--- config.mk ---
export PLATFORM = sky130hd
export DESIGN_NAME = digit_scan_ctrl
export DESIGN_NICKNAME = d
export VERILOG_FILES = /design/src/rtl/digit_scan_ctrl.sv
export SDC_FILE = /design/constraint.sdc
export NUM_CORES = 1
export LEC_CHECK = 0
export ABC_CLOCK_PERIOD_IN_PS = 4600
export CAP_MARGIN = 40
export CORE_UTILIZATION = 35
export DETAILED_ROUTE_END_ITERATION = 7
export DONT_BUFFER_PORTS = 1
export PLACE_DENSITY_LB_ADDON = 0.2
export REMOVE_ABC_BUFFERS = 1
export SLEW_MARGIN = 30
export SYNTH_ARGS = -nofsm -noshare
export SYNTH_HDL_FRONTEND = slang
export SYNTH_SLANG_ARGS = --single-unit
--- constraint.sdc ---
create_clock -name CLK -period 4.6 [get_ports CLK]
set_clock_uncertainty 0.1 [all_clocks]
set_input_delay 0.92 -clock CLK [delete_from_list [all_inputs] [get_ports CLK]]
set_output_delay 0.92 -clock CLK [all_outputs]
set_load 0.02 [all_outputs]
--- src/rtl/digit_scan_ctrl.sv ---
// digit_scan_ctrl
// Frame sequencer for a BCD counter bank. The whole bank is captured in a
// single SNAP cycle, then streamed MSD first, one digit per valid/ready
// transfer, with a programmable idle gap between frames.
// Optional build macro: LZ_BLANK_EN enables leading-zero blanking (each
// leading zero is sent as an all-ones code). Undefined by default.
module digit_scan_ctrl #(
  parameter int NDIG    = 9,
  parameter int DW      = 5,
  parameter int GAP_CYC = 4
) (
  input  logic               CLK,
  input  logic               RST,
  input  logic               EN,
  input  logic [NDIG*DW-1:0] DIGITS,
  input  logic               OUT_READY,
  output logic               OUT_VALID,
  output logic [DW-1:0]      OUT_DIGIT,
  output logic [3:0]         OUT_IDX,
  output logic               OUT_FIRST,
  output logic               OUT_LAST,
  output logic               BUSY,
  output logic               BCD_ERR,
  output logic [7:0]         FRAME_CNT
);

  localparam int               GAP_W    = (GAP_CYC > 1) ? $clog2(GAP_CYC) : 1;
  localparam logic [GAP_W-1:0] GAP_LAST = (GAP_CYC > 0) ? GAP_W'(GAP_CYC - 1) : '0;
  localparam logic [3:0]       IDX_MSD  = 4'(NDIG - 1);

  typedef enum logic [1:0] {
    S_IDLE,
    S_SNAP,
    S_SEND,
    S_GAP
  } state_t;

  state_t             state;
  state_t             state_nxt;
  logic [NDIG*DW-1:0] snap_p0;
  logic [NDIG*DW-1:0] snap_in;
  logic [GAP_W-1:0]   gap_cnt;
  logic               xfer;
  logic               xfer_last;

  // Select digit idx out of a packed bank; out-of-range indices read as zero.
  function automatic logic [DW-1:0] pick_digit(input logic [NDIG*DW-1:0] bank,
                                               input logic [3:0]         idx);
    logic [DW-1:0] d;
    d = '0;
    for (int i = 0; i < NDIG; i++) begin
      if (idx == 4'(i)) d = bank[i*DW +: DW];
    end
    return d;
  endfunction

  // True when any digit's BCD nibble lies outside 0..9.
  function automatic logic has_bad_bcd(input logic [NDIG*DW-1:0] bank);
    logic bad;
    bad = 1'b0;
    for (int i = 0; i < NDIG; i++) begin
      if (bank[i*DW +: 4] > 4'd9) bad = 1'b1;
    end
    return bad;
  endfunction

`ifdef LZ_BLANK_EN
  // Replace the run of zero nibbles starting at the MSD with all-ones codes.
  // The ones digit is never blanked so a zero count still shows one digit.
  function automatic logic [NDIG*DW-1:0] blank_lz(input logic [NDIG*DW-1:0] bank);
    logic [NDIG*DW-1:0] res;
    logic               zero_run;
    res      = bank;
    zero_run = 1'b1;
    for (int i = NDIG - 1; i > 0; i--) begin
      zero_run = zero_run & (bank[i*DW +: 4] == 4'd0);
      if (zero_run) res[i*DW +: DW] = '1;
    end
    return res;
  endfunction

  assign snap_in = blank_lz(DIGITS);
`else
  assign snap_in = DIGITS;
`endif

  assign xfer      = OUT_VALID & OUT_READY;
  assign xfer_last = xfer & (OUT_IDX == 4'd0);

  // State register.
  always_ff @(posedge CLK) begin
    if (RST) state <= S_IDLE;
    else     state <= state_nxt;
  end

  // Next-state decode; EN is only looked at when a new frame could start.
  always_comb begin
    state_nxt = state;
    case (state)
      S_IDLE: begin
        if (EN) state_nxt = S_SNAP;
      end
      S_SNAP: begin
        state_nxt = S_SEND;
      end
      S_SEND: begin
        if (xfer_last) begin
          if (GAP_CYC > 0) state_nxt = S_GAP;
          else if (EN)     state_nxt = S_SNAP;
          else             state_nxt = S_IDLE;
        end
      end
      S_GAP: begin
        if (gap_cnt == GAP_LAST) state_nxt = EN ? S_SNAP : S_IDLE;
      end
      default: state_nxt = S_IDLE;
    endcase
  end

  // Status outputs decoded from the state register.
  always_comb begin
    BUSY = (state != S_IDLE);
  end

  // Gap cycle counter, held at zero outside the gap.
  always_ff @(posedge CLK) begin
    if (RST || state != S_GAP) gap_cnt <= '0;
    else                       gap_cnt <= gap_cnt + GAP_W'(1);
  end

  // ---- stage p0: snapshot capture and registered stream outputs ----
  // SNAP loads the bank and presents the MSD in the same edge; SEND advances
  // only on a transfer, so the outputs hold while the sink stalls.
  always_ff @(posedge CLK) begin
    if (RST) begin
      snap_p0   <= '0;
      OUT_VALID <= 1'b0;
      OUT_DIGIT <= '0;
      OUT_IDX   <= '0;
      OUT_FIRST <= 1'b0;
      OUT_LAST  <= 1'b0;
      BCD_ERR   <= 1'b0;
      FRAME_CNT <= '0;
    end else begin
      case (state)
        S_SNAP: begin
          snap_p0   <= snap_in;
          OUT_VALID <= 1'b1;
          OUT_DIGIT <= snap_in[(NDIG-1)*DW +: DW];
          OUT_IDX   <= IDX_MSD;
          OUT_FIRST <= 1'b1;
          OUT_LAST  <= 1'b0;
          BCD_ERR   <= BCD_ERR | has_bad_bcd(DIGITS);
        end
        S_SEND: begin
          if (xfer_last) begin
            OUT_VALID <= 1'b0;
            OUT_FIRST <= 1'b0;
            OUT_LAST  <= 1'b0;
            FRAME_CNT <= FRAME_CNT + 8'd1;
          end else if (xfer) begin
            OUT_IDX   <= OUT_IDX - 4'd1;
            OUT_DIGIT <= pick_digit(snap_p0, OUT_IDX - 4'd1);
            OUT_FIRST <= 1'b0;
            OUT_LAST  <= (OUT_IDX == 4'd1);
          end
        end
        default: ;
      endcase
    end
  end

endmodule

Word level (Yosys, flattened, before mapping)
Cells that the tools add are included.
{"block": "word_totals", "ff_bits": 70, "latch_bits": 0, "ram_bits": 0, "mem_bits_ro": 0, "in_bits": 49, "out_inout_bits": 22, "elab_cells": 95, "mem_count": 0}
{"block": "classes", "addsub": 3, "n_mul": 0, "n_div": 0, "n_lt_le_gt_ge": 9, "eq_ne": 20, "shifts": 0, "n_mux": 39, "bitwise": 3, "reduce_logical": 11}
{"cell": "2-to-1 mux 5 bit", "n": 11}
{"cell": "greater-than comparator 4 bit (second input constant)", "n": 9}
{"cell": "2-to-1 mux 1 bit", "n": 17}
{"cell": "equality test 4 x 3 -> 1 bit (second input constant)", "n": 4}
{"cell": "!= test 2 bit (second input constant)", "n": 6}
{"cell": "case mux 5 bit (2 select lines)", "n": 1}
{"cell": "adder 8 x 1 -> 8 bit (second input constant)", "n": 1}
{"cell": "equality test 4 x 1 -> 1 bit (second input constant)", "n": 2}
{"cell": "equality test 4 x 2 -> 1 bit (second input constant)", "n": 2}
{"cell": "logical NOT 4 bit", "n": 2}
{"cell": "2-to-1 mux 4 bit", "n": 2}
{"cell": "case mux 2 bit (4 select lines)", "n": 1}
{"cell": "case mux 4 bit (2 select lines)", "n": 1}
{"cell": "equality test 2 bit (second input constant)", "n": 3}
{"cell": "2-to-1 mux 2 bit", "n": 3}
{"cell": "case mux 1 bit (2 select lines)", "n": 3}
{"cell": "AND reduction 2 bit", "n": 3}
{"cell": "AND reduction 3 bit", "n": 2}
{"cell": "equality test 4 bit (second input constant)", "n": 1}
{"cell": "nonzero test 2 bit", "n": 2}
{"cell": "subtractor 4 x 1 -> 4 bit (second input constant)", "n": 1}
{"cell": "!= test 3 bit (second input constant)", "n": 1}
{"cell": "adder 2 x 1 -> 2 bit (second input constant)", "n": 1}
{"cell": "AND 1 bit", "n": 2}
{"cell": "other kinds (4)", "n": 4}

Depth between registers and ports, before layout
Gate-level depths: netlist of the first run.
{"block": "logic_depth", "ltp_word": 14, "depth_mapped": 10, "ltp_nobuf": 7}

Worst setup path before layout of the first run
OpenSTA, ideal clock, no wires.
{"block": "synth_path", "path_kind": "reg2reg", "startpoint": "register OUT_IDX[0]", "endpoint": "register OUT_DIGIT[0]", "setup_ns": 0.117, "arrival_time_ns": 2.088, "required_ns": 4.383, "path_slack_ns": 2.295, "stages_incl_launch_ff": 8, "path_buffers": 0, "period_less_slack_ns": 2.305, "path_cell_list": "dfxtp_1 > inv_1 > ha_1 > nand2b_1 > or4_1 > o22ai_1 > o311ai_0 > and4b_1"}
{"block": "synth_between", "elab_chain_cells": 14, "word_cells_on_any_way": 26, "cone_classes": "add/sub: 1; eq/ne: 9; mux: 12; bitwise: 1; reduce/logical: 3"}
{"item": "start, declared", "line": "19", "text": "output logic [3:0] OUT_IDX,"}
{"item": "start signal, assigned", "line": "162", "text": "OUT_IDX <= OUT_IDX - 4'd1;"}
{"item": "subtractor 4 x 1 -> 4 bit", "line": "163", "text": "OUT_DIGIT <= pick_digit(snap_p0, OUT_IDX - 4'd1);"}
{"item": "logical NOT 4 bit", "line": "52", "text": "if (idx == 4'(i)) d = bank[i*DW +: DW];"}
{"item": "2-to-1 mux 5 bit (9 in series)", "line": "52"}
{"item": "2-to-1 mux 5 bit", "line": "161", "text": "end else if (xfer) begin"}
{"item": "2-to-1 mux 5 bit", "line": "156", "text": "if (xfer_last) begin"}
{"item": "case mux 5 bit (2 select lines)", "line": "145", "text": "case (state)"}
{"item": "end signal, assigned", "line": "149", "text": "OUT_DIGIT <= snap_in[(NDIG-1)*DW +: DW];"}
{"item": "end signal, assigned", "line": "163"}
{"item": "end, declared", "line": "18", "text": "output logic [DW-1:0] OUT_DIGIT,"}
Several ways; a longest one is shown, not always the timed one. The select of a mux whose other input is x is not followed.
A chain may end at the register's enable or synchronous reset.

Worst setup path in the final report of the first run
{"block": "layout_path", "startpoint": "register OUT_IDX[0]", "endpoint": "register OUT_DIGIT[3]"}
Same word-level chain as after synthesis.

==> flow_metrics.env, run 1 <==
export IMPL_io_pins=71
export IMPL_nNetsFinal=466
export IMPL_status="finished, final reports clean"
export IMPL_async_flop_share_pct=0
export IMPL_synth_edff_count=0
export IMPL_hpwlAfterDp_mm=6.43
export IMPL_fin_crit_sh_pct=65.8
export IMPL_synth_area_sq_mm=0.00360
export IMPL_first_iter_violations=111
export IMPL_cellLeakagePower_nw=1.48
export IMPL_hold_path_class="reg2reg"
export IMPL_arrival_ns=3.23
export IMPL_grt_usage_pct=17.8
export IMPL_cts_root_buf="clkbuf_8"
export IMPL_synth_warnings=0
export IMPL_cts_buffers=9
export IMPL_port_buffers=0
export IMPL_grt_antenna_before_repair=0
export IMPL_overflow=0
export IMPL_ant_nets=0
export IMPL_yosys_area_top_type="dfxtp_1"
export IMPL_max_freq_mhz=330
export IMPL_syn_inst=418
export IMPL_relSlewSlack_pct=44.9
export IMPL_htree_levels=3
export IMPL_min_from="gap_cnt[0]$_SDFF_PP0_"
export IMPL_finalMaxSlewViolations=0
export IMPL_rsz0062_at_grt="false"
export IMPL_wl_mm=9.07
export IMPL_regToRegStartpoint="OUT_IDX[0]$_SDFFE_PP0P_"
export IMPL_yosysTopAreaCellShare_pct=39.0
export IMPL_yosysMostFrequentCell="nor2_1"
export IMPL_drt_first_pass_iters=5
export IMPL_cts_tree="built"
export IMPL_path_max_fanout=24
export IMPL_cts_resized=0
export IMPL_post_cts_buffers=0
export IMPL_period_minus_slack_ns=3.03
export IMPL_synth_main_ff_cell="dfxtp_1"
export IMPL_antenna_cells=0
export IMPL_setup_worst_path_end_class="flip-flop"
export IMPL_viasPerCell=5.45
export IMPL_vias=2962
export IMPL_insertion_delay_ns=0.36
export IMPL_avgSynthCellArea_sq_um=8.60
export IMPL_fin_cells=543
export IMPL_yosys_register_bits=70
export IMPL_dpl_instance_area_sq_mm=0.00368
export IMPL_drive_above_1_share_pct=5.37
export IMPL_core_area_sq_mm=0.00986
export IMPL_yosys_top_cells_area="dfxtp_1 39%, mux2i_1 13%, nor2_1 8.6%, ha_1 4.2%, o21ai_0 2.8%"
export IMPL_grt_pass1_vias=2719
export IMPL_crit_required_ns=4.80
export IMPL_hold_viol=0
export IMPL_finalSetupTns_ns=0
export IMPL_synth_top_cells_by_count="82 x nor2_1, 70 x dfxtp_1, 47 x mux2i_1"
export IMPL_tightest_slew_ns=0.826
export IMPL_detail_route_wl_per_cell_um=16.7
export IMPL_final_util_pct=39.6
export IMPL_cts_clk_slew_worst_paths_ns=0.07
export IMPL_p_total_mw=2.17
export IMPL_ff_latch_area_sq_mm=0.00140
export IMPL_cts_hold_buf=0
export IMPL_fp_dieH_um=103
export IMPL_cp_start_kind="flip-flop"
export IMPL_initial_core_util_pct=36.5
export IMPL_dp_cells=526
export IMPL_multi_input_area_sq_mm=0.00206
export IMPL_ff2ff_setup_slack_ns=1.57
export IMPL_gp_congestion=0.788
export IMPL_p_per_area_mw_per_mm2=556
export IMPL_fp_dieW_um=103
export IMPL_finalSetupViolCount=0
export IMPL_grt_max_degree=71
export IMPL_nFillCells=995
export IMPL_clock_path_buffers=2
export IMPL_vdd_drop_max_mv=0.189
export IMPL_drc_errors=0
export IMPL_crit_path_start="OUT_IDX[0]$_SDFFE_PP0P_"
export IMPL_area_delta_synth_final_pct=8.73
export IMPL_max_cap_violations=0
export IMPL_row_count=36
export IMPL_fin_area_sq_mm=0.00391
export IMPL_criticalPathCategory="reg2reg"
export IMPL_cts_sinks=70
export IMPL_seq_area_frac_synth_pct=39.0
export IMPL_die_area_sq_mm=0.0107
export IMPL_ys_types=43
export IMPL_grt_pass1_wl_mm=14.4
[power by group]
group | leakage [nW] | switching [mW] | internal, mW | total, mW
clock | 0.110 | 0.232 | 0.319 | 0.551
combinational | 0.795 | 0.427 | 0.327 | 0.755
sequential | 0.572 | 0.135 | 0.732 | 0.867
total | 1.48 | 0.795 | 1.38 | 2.17
[final cells by class]
| class | instances | share of cell area, % |
|---|---|---|
| Sequential cell | 70 | 35.8 |
| Clock inverter | 4 | 1.79 |
| Timing Repair Buffer | 3 | 0.960 |
| Inverter | 7 | 0.672 |
| Tap cell | 133 | 4.26 |
| Multi-Input combinational cell | 314 | 52.8 |
| Clock buffer | 12 | 3.71 |
[cell usage in the layout, fill, tap and decap left out, types with 10 or more instances in the layout]
| cell type | n |
|---|---|
| nor2_1 | 82 |
| dfxtp_1 | 70 |
| mux2i_1 | 47 |
| nand2_1 | 20 |
| o21ai_0 | 20 |
| a21oi_1 | 14 |
| nor2b_1 | 12 |
| ha_1 | 11 |
| o311ai_0 | 10 |
| clkbuf_8 | 10 |
[per-stage QoR]
stage,setup slack (ns),hold slack [ns]
detailed placement,1.59,0.319
CTS,1.59,0.328
finish,1.57,0.324
global placement,1.68,0.309
global route,1.30,0.347
floorplan,1.92,0.300
[critical path: stages (launching register included)]
cell and delay, ns:
dfxtp_1 0.46, inv_1 0.15, ha_1 0.65, or3b_1 0.50
o211a_1 0.45, o211a_1 0.24, o311ai_0 0.15, and4b_1 0.27
[logic make-up (layout without fill, tap and decap cells)]
kind of cell    Yosys count  in the layout  synth area share (%)
simple gates            156            156                  20.6
mux                      47             47                  13.1
compound gates           92             92                  17.7
buf+inv                  34             26                  3.72
fa+ha+maj                12             12                  4.18
flops                    70             70                  39.0
xor+xnor                  7              7                  1.70
[routing by layer]
metal / routed length [um] / track usage (%) / vias up
met5: 0 / 0 / -
met4: 129 / 8.34 / 0
met3: 537 / 4.64 / 13
met2: 3980 / 26.2 / 68
met1: 4420 / 24.1 / 1401
li1: - / - / 1480
[state kept, by name (all words and copies together), names as in the netlist]
signal and count:
snap_p0 45, FRAME_CNT 8, OUT_DIGIT 5, OUT_IDX 4, gap_cnt 2, state 2, BCD_ERR 1, OUT_FIRST 1
OUT_LAST 1, OUT_VALID 1
[final timing paths]
check                              end  depth (start not counted)
max reg2reg  OUT_DIGIT[3]$_SDFFE_PP0P_                          7
max          OUT_DIGIT[3]$_SDFFE_PP0P_                          7
min reg2reg      gap_cnt[0]$_SDFF_PP0_                          1
min              gap_cnt[0]$_SDFF_PP0_                          1
Power figures use the tool's default switching activity.
==> run 2, diff against run 1 <==
Settings changed: ABC_CLOCK_PERIOD_IN_PS 4600 to 2700.
Clock period 4.6 ns to 2.7 ns, I/O delays scaled along.
==> run 2 against run 1 <==
Compared with the run above:
- sequential cell count is the same
- largest power group unchanged
- design area rose by 1.8%
- largest cell class unchanged
- total power increased by 73%
- core utilization up 0.71 points
- sequential share of layout area is 0.63 points lower
- worst hold slack got worse by 0.16 ns
- critical path type unchanged
- cell count is 2.0% higher
==> flow_metrics.env, run 2 (same netlist as run 1, synthesis figures left out) <==
export IMPL_initial_core_util_pct=36.5
export IMPL_finalSetupTns_ns=0
export IMPL_grt_usage_pct=18.5
export IMPL_fp_dieW_um=103
export IMPL_hold_viol=0
export IMPL_row_count=36
export IMPL_cp_start_kind="flip-flop"
export IMPL_arrival_ns=2.66
export IMPL_max_cap_violations=0
export IMPL_drive_above_1_share_pct=8.08
export IMPL_regMostFlops="snap_p0"
export IMPL_die_area_sq_mm=0.0107
export IMPL_vias=2957
export IMPL_cts_clk_slew_worst_paths_ns=0.08
export IMPL_post_cts_buffers=0
export IMPL_fin_cells=554
export IMPL_min_path_cells=1
export IMPL_path_max_fanout=7
export IMPL_port_buffers=0
export IMPL_reg2reg_depth=6
export IMPL_htree_levels=3
export IMPL_grt_antenna_before_repair=0
export IMPL_ff2ff_setup_slack_ns=0.19
export IMPL_io_pins=71
export IMPL_core_area_sq_mm=0.00986
export IMPL_cts_buffers=9
export IMPL_finalSetupViolCount=0
export IMPL_rsz0062_at_grt="false"
export IMPL_worstReg2RegEnd="OUT_DIGIT[3]$_SDFFE_PP0P_"
export IMPL_detail_route_wl_per_cell_um=17.0
export IMPL_relSlewSlack_pct=44.4
export IMPL_largest_register_ffs=45
export IMPL_vdd_drop_max_mv=0.330
export IMPL_p_per_area_mw_per_mm2=944
export IMPL_grt_max_degree=71
export IMPL_overflow=0
export IMPL_clock_path_buffers=2
export IMPL_regToRegStartpoint="OUT_IDX[0]$_SDFFE_PP0P_"
export IMPL_nNetsFinal=477
export IMPL_final_common_cell="nor2_1"
export IMPL_setup_worst_path_end_class="flip-flop"
export IMPL_fin_crit_sh_pct=92.8
export IMPL_reg_largest_list="snap_p0 x45, FRAME_CNT x8, OUT_DIGIT x5"
export IMPL_insertion_delay_ns=0.35
export IMPL_drc_errors=0
export IMPL_gp_congestion=0.802
export IMPL_max_freq_mhz=399
export IMPL_viasPerCell=5.34
export IMPL_cellLeakagePower_nw=1.53
export IMPL_nFillCells=993
export IMPL_hpwlAfterDp_mm=6.84
export IMPL_status="finished, final reports clean"
export IMPL_final_cell_mix="82 x nor2_1, 70 x dfxtp_1, 47 x mux2i_1"
export IMPL_cts_root_buf="clkbuf_8"
export IMPL_ant_nets=0
export IMPL_first_iter_violations=206
export IMPL_criticalPathCategory="reg2reg"
export IMPL_grt_pass1_wl_mm=14.9
export IMPL_fp_dieH_um=103
export IMPL_grt_pass1_vias=2887
export IMPL_holdPathEnd="FRAME_CNT[7]$_SDFFE_PP0P_"
export IMPL_period_minus_slack_ns=2.51
export IMPL_finalMaxSlewViolations=0
export IMPL_min_from="RST"
export IMPL_antenna_cells=0
export IMPL_cts_sinks=70
export IMPL_area_delta_synth_final_pct=10.7
export IMPL_dp_cells=538
export IMPL_hold_path_class="in2reg"
export IMPL_crit_required_ns=2.85
export IMPL_wl_mm=9.42
export IMPL_tightest_slew_ns=0.831
export IMPL_drt_first_pass_iters=4
export IMPL_cts_tree="built"
==> run 2: cell types whose count changed in the layout (fill, tap and decap cells not counted), sizes merged <==
| cell | delta |
|---|---|
| buf | +11 |
==> run 2: how the worst max path moves through the flow <==
stage	startpoint	slack, ns	to	cells after the start
after floorplan	state[1]$_SDFFE_PP0P_	0.02	OUT_LAST$_SDFFE_PP0P_	5
after CTS	OUT_IDX[0]$_SDFFE_PP0P_	0.22	OUT_DIGIT[4]$_SDFFE_PP0P_	7
after global placement	OUT_IDX[1]$_SDFFE_PP0P_	0.25	OUT_DIGIT[0]$_SDFFE_PP0P_	7
after global routing	OUT_IDX[0]$_SDFFE_PP0P_	0.02	OUT_DIGIT[4]$_SDFFE_PP0P_	6
after detailed placement	OUT_IDX[0]$_SDFFE_PP0P_	0.23	OUT_DIGIT[4]$_SDFFE_PP0P_	7
final	OUT_IDX[0]$_SDFFE_PP0P_	0.19	OUT_DIGIT[3]$_SDFFE_PP0P_	6
==> run 2: per-layer routing <==
layer	wire length (um)	vias to the layer above	global-route usage, %
li1	-	1500	-
met1	4530	1369	24.7
met2	4100	77	27.4
met3	654	11	4.70
met4	147	0	9.53
met5	0	-	0
==> run 2: through the flow <==
stage / area (sq um) / hold slack (ns) / total power, mW / utilization, % / setup slack, ns
after floorplan: 3490 / 0.300 / 2.53 / - / 0.0207
after global placement: 3760 / 0.308 / 2.81 / 38.1 / 0.253
after detailed placement: 3760 / 0.324 / 2.84 / 38.1 / 0.232
after CTS: 3980 / 0.143 / 3.77 / 40.3 / 0.222
after global routing: 3980 / 0.148 / 4.00 / 40.3 / 0.0167
final: 3980 / 0.161 / 3.76 / 40.3 / 0.193
==> run 2: layout make-up <==
class | count | area (sq um) | share of cell area [%]
clock inverters | 4 | 70.1 | 1.76
multi-input cells | 314 | 2070 | 51.9
flip-flops and latches | 70 | 1400 | 35.2
clock buffers | 12 | 145 | 3.65
repair buffers | 14 | 105 | 2.64
inverters | 7 | 26.3 | 0.660
well taps | 133 | 166 | 4.18
==> run 2: what timing repair did <==
item	CTS	global route
endpoints found under the setup margin	0	1
hold buffers	0	0
resized for setup	0	1
==> run 2: worst max-delay path: stages, from the launching register on <==
cell	delay, ns
dfxtp_1	0.32
buf_4	0.16
nor3_1	0.67
o32ai_1	0.36
a221oi_1	0.40
o311ai_0	0.20
and4b_1	0.20
==> run 2: power breakdown <==
group	internal (mW)	switching [mW]	leakage, nW	total (mW)
clock	0.543	0.389	0.110	0.932
sequential	1.25	0.214	0.572	1.46
combinational	0.591	0.773	0.847	1.36
total	2.38	1.38	1.53	3.76
